<file path="config.mk">
export PLATFORM = sky130hd
export DESIGN_NAME = seg_scan_driver
export DESIGN_NICKNAME = d
export VERILOG_FILES = /design/src/rtl/seg_pkg.sv /design/src/rtl/hex_to_seg.sv /design/src/rtl/seg_scan_driver.sv
export SDC_FILE = /design/constraint.sdc
export NUM_CORES = 1
export LEC_CHECK = 0
export CAP_MARGIN = 20
export CORE_AREA = 2 2 65 52
export DETAILED_ROUTE_END_ITERATION = 10
export DIE_AREA = 0 0 67 54
export PLACE_DENSITY = 0.83
export SYNTH_ARGS = -nofsm -noshare
export SYNTH_HDL_FRONTEND = slang
export SYNTH_SLANG_ARGS = --single-unit
</file>
<file path="constraint.sdc">
create_clock -name clock -period 2.53 [get_ports clock]
set_clock_uncertainty 0.1 [all_clocks]
set_input_delay 0.506 -clock clock [delete_from_list [all_inputs] [get_ports clock]]
set_output_delay 0.506 -clock clock [all_outputs]
set_load 0.05 [all_outputs]
</file>
<file path="src/rtl/seg_pkg.sv">
// Shared seven-segment display types and constants: scan FSM states and the
// active-low hex-to-segment table (bit 0 = segment a ... bit 6 = segment g).
package seg_pkg;

  typedef enum logic [1:0] {
    IDLE,
    BLANK,
    DRIVE
  } scan_state_e;

  localparam logic [6:0] SEG_BLANK = 7'h7F;

  // Entry [n] is the pattern for hex digit n; listed F down to 0.
  localparam logic [15:0][6:0] HEX_SEG = {
    7'h0E, 7'h06, 7'h21, 7'h46, 7'h03, 7'h08, 7'h10, 7'h00,
    7'h78, 7'h02, 7'h12, 7'h19, 7'h30, 7'h24, 7'h79, 7'h40
  };

endpackage

</file>
<file path="src/rtl/hex_to_seg.sv">
// Combinational 4-bit hex to active-low seven-segment decoder.
module hex_to_seg
  import seg_pkg::*;
(
  input  logic [3:0] hex,
  output logic [6:0] seg_n
);

  assign seg_n = HEX_SEG[hex];

endmodule

</file>
<file path="src/rtl/seg_scan_driver.sv">
// Time-multiplexed seven-segment scanner: each rising edge of the (synchronized)
// divided clock blanks the display for one cycle, then drives the next digit.
module seg_scan_driver
  import seg_pkg::*;
#(
  parameter  int NUM_DIGITS = 4,
  localparam int IDX_W      = $clog2(NUM_DIGITS)
) (
  input  logic                    clock,
  input  logic                    reset,
  input  logic                    div_clock,
  input  logic [4*NUM_DIGITS-1:0] value,
  input  logic [NUM_DIGITS-1:0]   digit_en,
  input  logic [NUM_DIGITS-1:0]   dp,
  output logic [NUM_DIGITS-1:0]   anode,
  output logic [6:0]              seg,
  output logic                    dp_n,
  output logic [IDX_W-1:0]        digit_sel
);

  logic                  sync0_q, sync1_q, prev_q, tick;
  scan_state_e           state_q, state_d;
  logic [IDX_W-1:0]      idx_q, idx_d, idx_nxt;
  logic [NUM_DIGITS-1:0] anode_q, anode_d, sel_n;
  logic [6:0]            seg_q, seg_d, dec_seg;
  logic                  dp_n_q, dp_n_d;
  logic [3:0]            nibble;

  // div_clock is asynchronous data: two-flop synchronizer, then rising-edge detect.
  always_ff @(posedge clock or posedge reset) begin
    if (reset) begin
      sync0_q <= 1'b0;
      sync1_q <= 1'b0;
      prev_q  <= 1'b0;
    end else begin
      sync0_q <= div_clock;
      sync1_q <= sync0_q;
      prev_q  <= sync1_q;
    end
  end

  assign tick    = sync1_q & ~prev_q;
  assign idx_nxt = (idx_q == IDX_W'(NUM_DIGITS - 1)) ? '0 : idx_q + 1'b1;
  assign nibble  = value[{idx_q, 2'b00} +: 4];

  hex_to_seg u_dec (
    .hex   (nibble),
    .seg_n (dec_seg)
  );

  always_comb begin
    sel_n = '1;
    for (int i = 0; i < NUM_DIGITS; i++) sel_n[i] = (idx_q != IDX_W'(i));
  end

  // The output registers double as the latch for the digit sampled in BLANK,
  // so DRIVE simply holds them until the next tick.
  always_comb begin
    state_d = state_q;
    idx_d   = idx_q;
    anode_d = anode_q;
    seg_d   = seg_q;
    dp_n_d  = dp_n_q;
    case (state_q)
      IDLE: begin
        anode_d = '1;
        seg_d   = SEG_BLANK;
        dp_n_d  = 1'b1;
        if (tick) state_d = BLANK;
      end
      BLANK: begin
        if (tick) begin
          idx_d   = idx_nxt;
          anode_d = '1;
          seg_d   = SEG_BLANK;
          dp_n_d  = 1'b1;
        end else begin
          state_d = DRIVE;
          anode_d = digit_en[idx_q] ? sel_n : '1;
          seg_d   = digit_en[idx_q] ? dec_seg : SEG_BLANK;
          dp_n_d  = ~dp[idx_q];
        end
      end
      DRIVE: begin
        if (tick) begin
          state_d = BLANK;
          idx_d   = idx_nxt;
          anode_d = '1;
          seg_d   = SEG_BLANK;
          dp_n_d  = 1'b1;
        end
      end
      default: begin
        state_d = IDLE;
        idx_d   = '0;
        anode_d = '1;
        seg_d   = SEG_BLANK;
        dp_n_d  = 1'b1;
      end
    endcase
  end

  always_ff @(posedge clock or posedge reset) begin
    if (reset) begin
      state_q <= IDLE;
      idx_q   <= '0;
      anode_q <= '1;
      seg_q   <= SEG_BLANK;
      dp_n_q  <= 1'b1;
    end else begin
      state_q <= state_d;
      idx_q   <= idx_d;
      anode_q <= anode_d;
      seg_q   <= seg_d;
      dp_n_q  <= dp_n_d;
    end
  end

  assign anode     = anode_q;
  assign seg       = seg_q;
  assign dp_n      = dp_n_q;
  assign digit_sel = idx_q;

endmodule

</file>
Word-level counts from Yosys, hierarchy flattened --
Memories as Yosys holds them, arrays and structs flattened. Cells that the tools add are included.
Cells by class: add/sub/neg operators 1, multipliers 0, divide/modulo/power cells 0, magnitude comparators 2, equality and inequality tests 10, shifts and indexed selects 1, mux-type cells 22, bitwise gates (word level) 4, reduce and logical (&&, ||, !) cells 6
Operators by type and width (number):
- $mux W7 | 4
- $shiftx A16 B5 Y4 | 1
- $pmux W7 S2 | 1
- $mux W4 | 3
- $mux W2 | 4
- $ne A2 B2 Y1 const B | 4
- $pmux W2 S2 | 2
- $pmux W4 S2 | 1
- $ne A2 B1 Y1 const B | 3
- $lt A4 B5 Y1 const B | 1
- $bmux W1 S2 | 2
- $eq A2 B2 Y1 const B | 2
- $mux W1 | 4
- $reduce_and A2 Y1 | 2
- $reduce_or A2 Y1 | 2
- $lt A2 B3 Y1 const B | 1
- $not A1 Y1 | 3
- $add A2 B1 Y2 const B | 1
- $eq A2 B1 Y1 const B | 1
- $logic_not A2 Y1 | 1
- $pmux W1 S2 | 1
- $reduce_bool A2 Y1 | 1
- $and A1 B1 Y1 | 1
Storage, ports and cells: register bits after elaboration 19, latch bits 0, bits in writable memories 0, bits in read-only memories 112, input port bits 27, output and inout port bits 14, word-level logic and storage cells 55, memories kept 1
Memories:
- (no name shown) | words 16, width 7, read ports 1, clocked after Yosys merged registers in 0, write ports 0, line hex_to_seg.sv:9 | assign seg_n = HEX_SEG[hex];

Logic depth before layout (Yosys ltp) --
Gate-level depths: netlist of the first run.
depth after elaboration 6, mapped depth 8

Modules after synthesis --
From an unflattened synthesis of the first run, not the netlist that was laid out.
Second synthesis, totals: cells, all modules 126, area total of the unflattened synthesis 1392.6 µm²
Modules (own cells, without submodules):
- seg_scan_driver | times used 1, cells an instance 95, area an instance 1139.8 µm², seq. area each 490.5 µm²
- hex_to_seg | times used 1, cells an instance 31, area an instance 252.7 µm², seq. area each 0.0 µm²

Least setup slack after synthesis of the first run --
Ideal clock, no wire load.
path kind reg-to-reg, start point register idx_q[0] (netlist: digit_sel[0]), end point register seg_q[3] (netlist: seg[3]), setup time 0.083 ns, arrival 2.328 ns, setup slack 0.018 ns, cell stages (with the launch flop) 7, path buffers 1, period minus slack after synthesis 2.512 ns, path through dfrtp_1 buf_6 mux4_2 ha_1 and2_4 o21a_1 o32a_1
Between the ends: cells in the longest elaborated chain, start to end 6, elaborated cells on any way between the ends 8
RTL lines:
- start, declared | line seg_scan_driver.sv:23 | logic [IDX_W-1:0] idx_q, idx_d, idx_nxt;
- start signal, assigned | line seg_scan_driver.sv:112 | idx_q <= idx_d;
- $shiftx A16 B5 Y4 | line seg_scan_driver.sv:44 | assign nibble = value[{idx_q, 2'b00} +: 4];
- $mem_v2 Z16 W7
- $mux W7 (implied by the code) | line hex_to_seg.sv:9
- $mux W7 * | line seg_scan_driver.sv:80 | seg_d = digit_en[idx_q] ? dec_seg : SEG_BLANK;
- $mux W7 * | line seg_scan_driver.sv:72 | if (tick) begin
- $pmux W7 S2 * | line seg_scan_driver.sv:64 | case (state_q)
- end signal, assigned | line seg_scan_driver.sv:114 | seg_q <= seg_d;
- end, declared | line seg_scan_driver.sv:25 | logic [6:0] seg_q, seg_d, dec_seg;
Mark *: on every way between the ends. The rest lies on a longest branch, timed or not. The select of a mux whose other input is x is not followed. A chain may end at the register's enable or synchronous reset.

Worst setup path after layout of the first run --
start point register idx_q[1] (netlist: digit_sel[1]), end point output digit_sel[1]
RTL lines:
- end, declared | line seg_scan_driver.sv:18 | output logic [IDX_W-1:0] digit_sel
No word-level cell between the ends.

==> impl_metrics.yaml, run 1 <==
status:
  status: "finished, final reports clean"
place:
  dp_hpwl_um: 2240
  port_buffers: 40
  placed_cells: 197
  gp_congestion: 0.876
route:
  routed_wl_um: 2770
  first_iter_violations: 52
  drc: 0
  wire_per_inst_um: 13.8
  ant_nets: 0
  viasPerCell: 5.31
  drtPass1Iterations: 4
  vias: 1067
setup_path:
  r2r_setup_slack_ns: 0.42
  crit_chain: "clkdlybuf4s50_1"
  crit_fanout: 12
  critPathRequiredTime_ns: 1.92
  cp.arrival_ns: 1.75
  path_delay_family: "buffers and inverters"
  cpPeakStageDelay_ns: 0.89
  crit_type: "register to primary output"
  worst_setup_path_end_kind: "primary output"
  critPathSlowestCell: "clkdlybuf4s50_1"
  startpoint_type: "register"
  worst-path-buf-inv: 1
synth:
  syn_area_mm2: 0.00131
  synth_xor_area_share_pct: 0
  yosys.area.top_type: "dfstp_2"
  synthSimpleGateAreaFrac_pct: 12.3
  synth_fa_ha_area_share_pct: 14.4
  synthTopCellsByCount: "ha_1, nor2_1, dfstp_2"
  synth_cells: 119
  synthArstFlopShare_pct: 100
  synth_compound_area_share_pct: 15.1
  ys_warn_count: 0
  avgSynthCellArea_um2: 11.0
  synth_seq_cells: 19
  yosysSeqAreaShare_pct: 37.6
  synth.top_cell.area_share_pct: 24.2
  synth_fp_nets: 161
  synth_edf_count: 0
  synth_cell_types: 37
  ys.flop_type: "dfstp_2"
  synth_top_family_by_area: "compound AO/OA/AOI/OAI gates"
  synth_mux_area_share_pct: 14.2
  yosys-top-cells-area: "dfstp_2, ha_1, dfrtp_1"
die:
  fp-row-count: 18
  die_h_um: 54
  pin_count: 41
  fp.dieW_um: 67
  coreArea_mm2: 0.00306
  start_util_pct: 42.6
  dieArea_mm2: 0.00362
timing:
  fin_crit_sh_pct: 93.2
  fmax_mhz: 424
  setup_viol: 0
  finalCriticalPeriod_ns: 2.36
  worst_pin_slew_ns: 0.686
  max_slew_margin_pct: 54.2
  finalHoldViolations: 0
  slew_violations: 0
  fin_tns_setup_ns: 0
  rsz0062_at_grt: "no"
global_routing:
  met2_usage_pct: 29.2
  track_usage_pct: 16.7
  grt_util_met1_pct: 21.0
  grt_max_degree: 20
  gr-total-overflow: 0
  grt_pass1_vias: 980
  grt_use_met3_pct: 2.51
  busiest_layer: "met2"
  antenna_found_initial: 0
  grt_first_pass_wirelength_um: 4490
layout:
  syn_to_final_growth_pct: 36.4
  fin_nets: 204
  drive_above_1_share_pct: 18.6
  antenna_cells: 0
  layout.cells.non_filler: 201
power_and_ir_drop:
  power_density_mw_per_mm2: 829
  p_leak_uw: 0.000718
  peakVddDrop_uv: 293
cts:
  cts-root-buf: "clkbuf_8"
  htreeDepth: 1
  holdBufCountCts: 0
  clock_path_buffers: 2
  cts_tree: "done"
  cts.clk_slew.worst_paths_ns: 0.07
  post_cts_resized: 0
  numCtsBuffers: 3
  clk_latency_ns: 0.25
  cts_setup_buffers: 0
  clkSinkCount: 19
run:
  drv_cap: 0
worst_hold_path:
  hold_class: "register to register"
power by group:
group | total (µW) | leakage [µW] | internal [µW] | switching [µW]
sequential | 433 | 0.000215 | 384 | 48.8
clock | 213 | 0.0000228 | 112 | 101
combinational | 830 | 0.000480 | 359 | 472
cells by family after synthesis:
logic type | Yosys count
buffers and inverters | 16
adders and majority gates | 15
and+or+nand+nor | 31
muxes | 10
AOI/OAI and AO/OA | 28
DFF | 19
path summary, 6_finish.rpt:
path,startpoint,end,cells after the start
max,digit_sel[1],digit_sel[1],1
min,sync0_q,sync1_q,0
max reg2reg,digit_sel[1],seg[3],6
min reg2reg,sync0_q,sync1_q,0
max in group asynchronous,reset,sync1_q,2
min in group asynchronous,reset,digit_sel[0],2
metrics by stage:
stage | setup WS (ns) | power, µW | hold WS [ns] | util, % | instance area [µm²]
after floorplan | 0.0183 | 1050 | 0.231 | - | 1310
after global placement | 0.0713 | 1240 | 0.239 | 56.7 | 1740
after detailed placement | 0.0217 | 1270 | 0.235 | 56.7 | 1740
after CTS | 0.148 | 1480 | 0.250 | 58.1 | 1780
after global routing | 0.0661 | 1570 | 0.267 | 58.1 | 1780
final | 0.171 | 1480 | 0.251 | 58.1 | 1780
sequential cells by signal, summed over array words and instances (netlist names):
| signal | flops |
|---|---|
| anode | 4 |
| dp_n | 1 |
| state_q | 2 |
| seg | 7 |
| sync1_q | 1 |
| prev_q | 1 |
| digit_sel | 2 |
| sync0_q | 1 |
layer usage:
layer | routed length, µm | share of wire (%)
met5 | 0 | 0
met4 | 53 | 1.9
met3 | 156 | 5.6
met2 | 1430 | 52
met1 | 1130 | 41
cell usage in the layout, fill, tap and decap left out, types with 4 or more instances in the layout:
master           Yosys  final
dfstp_2             12     12
ha_1                15     15
buf_4                0      5
dfrtp_1              7      7
inv_1               10     10
clkdlybuf4s50_1      0     39
nor2_1              15     15
mux4_2               4      4
a21oi_1              8      8
layout make-up:
class                      count  area, µm²
tap                           40       50.0
multi-input combinational     84        729
sequential                    19        490
inverter                      10       37.5
timing repair buffer          44        428
fill                         265       1280
clock buffer                   4       45.0
Note: power is estimated with default switching activity, not from simulation.
==> run 2: changes to the inputs <==
Settings changed: CTS_BUF_LIST from default to sky130_fd_sc_hd__clkbuf_16, GPL_TIMING_DRIVEN from default to 1.
Clock period 2.53 ns to 2.6 ns, I/O delays scaled along.
==> run 2 against run 1 <==
Compared with the run above: flip-flop and latch count unchanged; hold slack barely moved; register-to-register slack better by 0.02 ns; critical path type unchanged; sequential share of layout area fell by 0.33 points; largest power group unchanged; setup slack improved by 0.037 ns; critical path depth stayed put; utilization rose by 0.69 points; design area increased by 1.2%.
==> impl_metrics.yaml, run 2 (synthesized netlist as in run 1, its figures left out) <==
setup_path:
  path_delay_family: "buffers and inverters"
  crit_fanout: 12
  cpPeakStageDelay_ns: 0.90
  crit_type: "register to primary output"
  cp.arrival_ns: 1.77
  critPathSlowestCell: "clkdlybuf4s50_1"
  worst_setup_path_end_kind: "primary output"
  crit_chain: "clkdlybuf4s50_1"
  worst-path-buf-inv: 1
  critPathRequiredTime_ns: 1.98
  startpoint_type: "register"
cts:
  clkSinkCount: 19
  holdBufCountCts: 0
  post_cts_resized: 0
  clk_latency_ns: 0.25
  htreeDepth: 1
  numCtsBuffers: 3
  cts.clk_slew.worst_paths_ns: 0.05
  clock_path_buffers: 2
  cts_setup_buffers: 0
  cts_tree: "done"
  cts-root-buf: "clkbuf_16"
die:
  pin_count: 41
  fp-row-count: 18
  coreArea_mm2: 0.00306
  fp.dieW_um: 67
  dieArea_mm2: 0.00362
  die_h_um: 54
  start_util_pct: 42.6
layout:
  layout_common_cells: "clkdlybuf4s50_1, nor2_1, ha_1"
  antenna_cells: 0
  seq_area_um2: 490
  drive_above_1_share_pct: 17.0
  final_area_mm2: 0.00180
  fin_nets: 202
  syn_to_final_growth_pct: 38.1
  num-fill-cells: 258
  mostFrequentLayoutCell: "clkdlybuf4s50_1"
  multi_input_area_um2: 729
  largest_reg_flops: 7
global_routing:
  track_usage_pct: 18.1
  grt_pass1_vias: 1055
  antenna_found_initial: 0
  grt_max_degree: 20
  grt_first_pass_wirelength_um: 4910
  gr-total-overflow: 0
timing:
  fin_hold_ws_ns: 0.251
  fin_crit_sh_pct: 92.0
  setup_viol: 0
  fin_tns_setup_ns: 0
  finalHoldViolations: 0
  finalCriticalPeriod_ns: 2.39
  slew_violations: 0
  max_slew_margin_pct: 52.4
  rsz0062_at_grt: "no"
  fmax_mhz: 418
  worst_pin_slew_ns: 0.714
  timing.final.ws_setup_ns: 0.209
place:
  gp_congestion: 0.887
  post-place-ws_ns: 0.0241
  port_buffers: 40
  place_area_mm2: 0.00172
  dp_hpwl_um: 2340
route:
  drtPass1Iterations: 4
  viasPerCell: 5.30
  routed_wl_um: 2910
  wire_per_inst_um: 14.6
  vias: 1055
  first_iter_violations: 111
  ant_nets: 0
  drc: 0
power_and_ir_drop:
  power.total_uw: 1540
  power_density_mw_per_mm2: 853
  p_leak_uw: 0.000725
  peakVddDrop_uv: 290
run:
  drv_cap: 0
status:
  status: "finished, final reports clean"
worst_hold_path:
  hold_class: "register to register"
## run 2: cell types whose count changed in the layout (fill, tap and decap cells not counted), sizes merged
cell / change
clkbuf: -1
clkdlybuf4s50: +1
buf: -3
inv: +1
## run 2: layout make-up
type | count | area share, %
Clock buffer | 3 | 4.17
Clock inverter | 1 | 0.208
Inverter | 10 | 2.08
Multi-Input combinational cell | 84 | 40.5
Sequential cell | 19 | 27.2
Tap cell | 40 | 2.78
Timing Repair Buffer | 42 | 23.1
## run 2: power breakdown
| group | total (µW) | internal, µW | switching (µW) |
|---|---|---|---|
| clock | 313 | 204 | 108 |
| combinational | 801 | 340 | 462 |
| sequential | 422 | 374 | 48.3 |
| total | 1540 | 918 | 618 |
## run 2: layer usage
layer / wire (µm) / global-route usage [%] / share of wire [%] / up-vias
met5: 0 / 0 / 0 / -
met4: 33 / 6.46 / 1.1 / 0
met3: 100 / 3.97 / 3.4 / 4
met2: 1540 / 30.9 / 53 / 26
met1: 1230 / 22.9 / 42 / 513
li1: - / - / - / 512
## run 2: final timing paths
path / startpoint / end / slack, ns / cells past startpoint
max: digit_sel[1] / digit_sel[1] / 0.21 / 1
min: sync0_q / sync1_q / 0.25 / 0
max reg2reg: digit_sel[1] / seg[3] / 0.44 / 6
min reg2reg: sync0_q / sync1_q / 0.25 / 0
max in group asynchronous: reset / prev_q / 1.36 / 2
min in group asynchronous: reset / sync1_q / 0.59 / 2
## run 2: metrics by stage
step           cells  utilization, %
4_1_cts          199            58.8
6_report         199            58.8
2_1_floorplan    119               -
5_1_grt          199            58.8
3_3_place_gp     195            56.3
3_5_place_dp     195            56.3
==> patch 1, RTL diff (flow settings as in run 2) <==
Make the reset (`reset`) synchronous in 2 clocked blocks. Comments in the files are not updated.
--- a/src/rtl/seg_scan_driver.sv
+++ b/src/rtl/seg_scan_driver.sv
@@ -28,5 +28,5 @@
 
   // div_clock is asynchronous data: two-flop synchronizer, then rising-edge detect.
-  always_ff @(posedge clock or posedge reset) begin
+  always_ff @(posedge clock) begin
     if (reset) begin
       sync0_q <= 1'b0;
@@ -101,5 +101,5 @@
   end
 
-  always_ff @(posedge clock or posedge reset) begin
+  always_ff @(posedge clock) begin
     if (reset) begin
       state_q <= IDLE;
Check against the original RTL: differs if reset is asserted again (counterexample within 10 cycles, from zero or initial values and one cycle with reset high); with reset held inactive, the same outputs for 10 cycles.
==> patch 1 against run 2 <==
Core utilization is 0.98 points lower. Sequential cell count stayed put. Largest cell class unchanged. Final area is 1.7% lower. Fmax is 5.9% higher. Non-clock buffer count is 2 higher. Setup slack better by 0.13 ns. Synthesized area is 4.4% lower. Critical path type unchanged. Global-route usage is 1.9 points lower. Wire length is 4.8% lower.
Power is not compared: it rests on default switching activity, and its combinational part moved more than twofold at a synthesized area within 25%.
==> patch 1: results (changes against run 2) <==
Mapped Nets 167 (+3.7%); FF-to-FF Start digit_sel[0]; cell count after synthesis 125 (+5.0%); Least-Margin Pin Slew 0.497 ns (-0.217 ns); dpl cells 204 (+4.6%); Placed Area 1690 µm² (-1.7%); Async SR Flop Fraction 0% (-100 points); final WL 2770 µm (-4.8%); Post-Synth XOR/XNOR Area 0% (unchanged); Post-Synth Adder-Cell Area 15.0% (+0.66 points); HPWL Detailed 2260 µm (-3.3%); Worst Setup SP digit_sel[0]; largest family of logic cells by synthesized area simple AND/OR/NAND/NOR gates; Crit Path Max Fanout 6 (-6); Synth top cells by count 19 x dfxtp_1, 15 x ha_1, 12 x nor2_1, 10 x inv_1; hold path cells 1 (+1); Synth Area in Compound Gates 14.1% (-0.91 points); largest net degree at the start of global routing 12 (-40%); worst reg-to-reg setup slack 0.47 ns (+0.03 ns); sequential area share after synthesis 30.5% (-7.1 points); reg2reg path depth 7 (+1); VDD IR max 0.330 mV; status finished clean; Vias 1086 (+2.9%); Critical Path Max Stage Delay 0.87 ns (-0.03 ns); Worst path slowest cell clkdlybuf4s50_1; M1 GR Usage 18.0% (-4.9 points); Post-synth top flop dfxtp_1; Psw 0.000168 W; mux contribution to synthesized area 17.2% (+3.0 points); share of cells above drive strength 1 10.7% (-6.3 points); routing usage on met3 4.60% (+0.63 points); Non-Filler Instances 208 (+4.5%); Netlist cell types 35 (-5.4%); worst path arrival time 1.64 ns (-0.13 ns); Synth area leaders dfxtp_1 30%, ha_1 15%, mux4_2 7.2%; Hold WC Path Type reg2reg; M2 GR Usage 30.4% (-0.50 points); CP endpoint digit_sel[0]; post-cts resize count 0 (unchanged); DR iter-0 viols 23 (-79%); global placement routability congestion 0.847 (-4.5%); Lkg Pwr 0.706 nW; first-pass GRT wire length 4380 µm (-11%); RR Endpoint seg[3]; total global-route track usage 16.2% (-1.9 points); vias in the first global route 1030 (-2.4%); drt pass-1 iters 4 (unchanged); Warnings, synthesis 0 (unchanged); total CTS buffers 3 (unchanged)
patch 1: area by class of cell:
cell class,count,area (µm²)
multi-input combinational,91,795
tap,40,50.0
fill,277,1290
clock buffer,3,75.1
inverter,10,37.5
timing repair buffer,44,430
sequential,19,380
clock inverter,1,3.75
patch 1: kinds of logic (layout without fill, tap and decap cells):
| group | Yosys count | in the layout |
|---|---|---|
| buffers and inverters | 15 | 58 |
| DFF | 19 | 19 |
| AOI/OAI and AO/OA | 24 | 24 |
| and+or+nand+nor | 39 | 39 |
| muxes | 13 | 13 |
| adders and majority gates | 15 | 15 |
patch 1: power by group through the flow:
| stage | logic [W] | clock network, W | registers, W |
|---|---|---|---|
| floorplan | 0.0000611 | 0 | 0.000312 |
| global placement | 0.000119 | 0 | 0.000305 |
| detailed placement | 0.000123 | 0 | 0.000306 |
| CTS | 0.000124 | 0.000322 | 0.000300 |
| global route | 0.000134 | 0.000334 | 0.000300 |
| finish | 0.000123 | 0.000318 | 0.000299 |
patch 1: routing by layer:
layer,vias up,share of wire [%]
met5,-,0
met4,0,1.5
met3,6,4.0
met2,24,53
met1,525,41
li1,531,-
patch 1: how the worst min path moves through the flow:
stage | startpoint | endpoint | slack [ns]
6_report | sync0_q | sync1_q | 0.34
5_1_grt | sync0_q | sync1_q | 0.37
4_1_cts | sync0_q | sync1_q | 0.35
3_5_place_dp | sync0_q | sync1_q | 0.33
3_3_place_gp | sync0_q | sync1_q | 0.32
2_1_floorplan | sync0_q | sync1_q | 0.31
patch 1: through the flow:
stage	util [%]	setup slack [ns]
detailed placement	55.3	0.172
CTS	57.8	0.313
finish	57.8	0.343
global placement	55.3	0.217
floorplan	-	0.288
global route	57.8	0.276
==> patch 2, RTL diff (settings of run 2) <==
Made on the original files. Set the parameter `NUM_DIGITS` to 2 (it was 4).
--- a/src/rtl/seg_scan_driver.sv
+++ b/src/rtl/seg_scan_driver.sv
@@ -4,5 +4,5 @@
   import seg_pkg::*;
 #(
-  parameter  int NUM_DIGITS = 4,
+  parameter  int NUM_DIGITS = 2,
   localparam int IDX_W      = $clog2(NUM_DIGITS)
 ) (
Interface: changed (5 resized); port bits go from 41 to 26. The function was not compared with the original's and may differ.
==> patch 2 against run 2 <==
Setup slack improved by 0.0069 ns. Wire length decreased by 24%. Worst hold slack got worse by 0.00089 ns. Sequential power decreased by 9.2%. Total power down 14%. Sequential cell count is 3 lower. Synthesized area is 21% lower. Largest cell class unchanged. Final area decreased by 22%. Global-route usage down 5.1 points. Critical endpoint is now digit_sel. Count of clock-buffer cells in the layout unchanged.
==> patch 2: results (changes against run 2) <==
largest net degree at the start of global routing 17 (-15%); M1 GR Usage 15.8% (-7.1 points); I/O Buffers 25 (-38%); Mapped Nets 125 (-22%); status finished clean; multi-input combinational area share 40.1% (-0.38 points); Nets 154 (-24%); Netlist cell types 30 (-19%); Synth Area in Compound Gates 14.7% (-0.39 points); fill count 284 (+10%); inverter count 9 (-1); global placement routability congestion 0.840 (-5.2%); sequential area share after synthesis 40.0% (+2.4 points); met3 wire len 125 µm (+25%); final WL 2210 µm (-24%); M2 GR Usage 22.4% (-8.4 points); met2 WL post-DR 1010 µm (-34%); VDD IR max 0.367 mV (+27%); Pint 0.000790 W (-14%); total global-route track usage 13.1% (-5.1 points); dpl cells 163 (-16%); Avg Vias per Cell 5.10 (-3.9%); Post-Route M1 WL 1050 µm (-15%); comb_multi_in 71 (-15%); Plain + repair buffers 27 (-36%); Synth top cells by count 13 x nand2_1, 11 x ha_1, 10 x dfstp_2, 9 x mux2i_1, 8 x inv_1
patch 2: cell types whose count changed after synthesis, moves of 3 or more:
cell / change
nor2_1: -13
nand2_1: +10
mux2i_1: +7
a21oi_1: -5
o22ai_1: +5
ha_1: -4
a31oi_1: -3
mux4_2: -3
nand2b_1: +3
nor3b_1: -3
o22a_1: +3
patch 2: kinds of logic after synthesis:
| group | after synthesis |
|---|---|
| and+or+nand+nor | 26 |
| buffers and inverters | 12 |
| muxes | 13 |
| AOI/OAI and AO/OA | 21 |
| adders and majority gates | 11 |
| DFF | 16 |
patch 2: path summary, 6_finish.rpt:
kind,endpoint,slack [ns],startpoint,cells past startpoint
worst max-delay path,digit_sel,0.22,digit_sel,1
max in group asynchronous,sync0_q,1.48,reset,2
min in group asynchronous,state_q[0],0.54,reset,2
worst max register to register,seg[3],0.29,digit_sel,5
worst min register to register,sync1_q,0.25,sync0_q,0
worst min-delay path,sync1_q,0.25,sync0_q,0
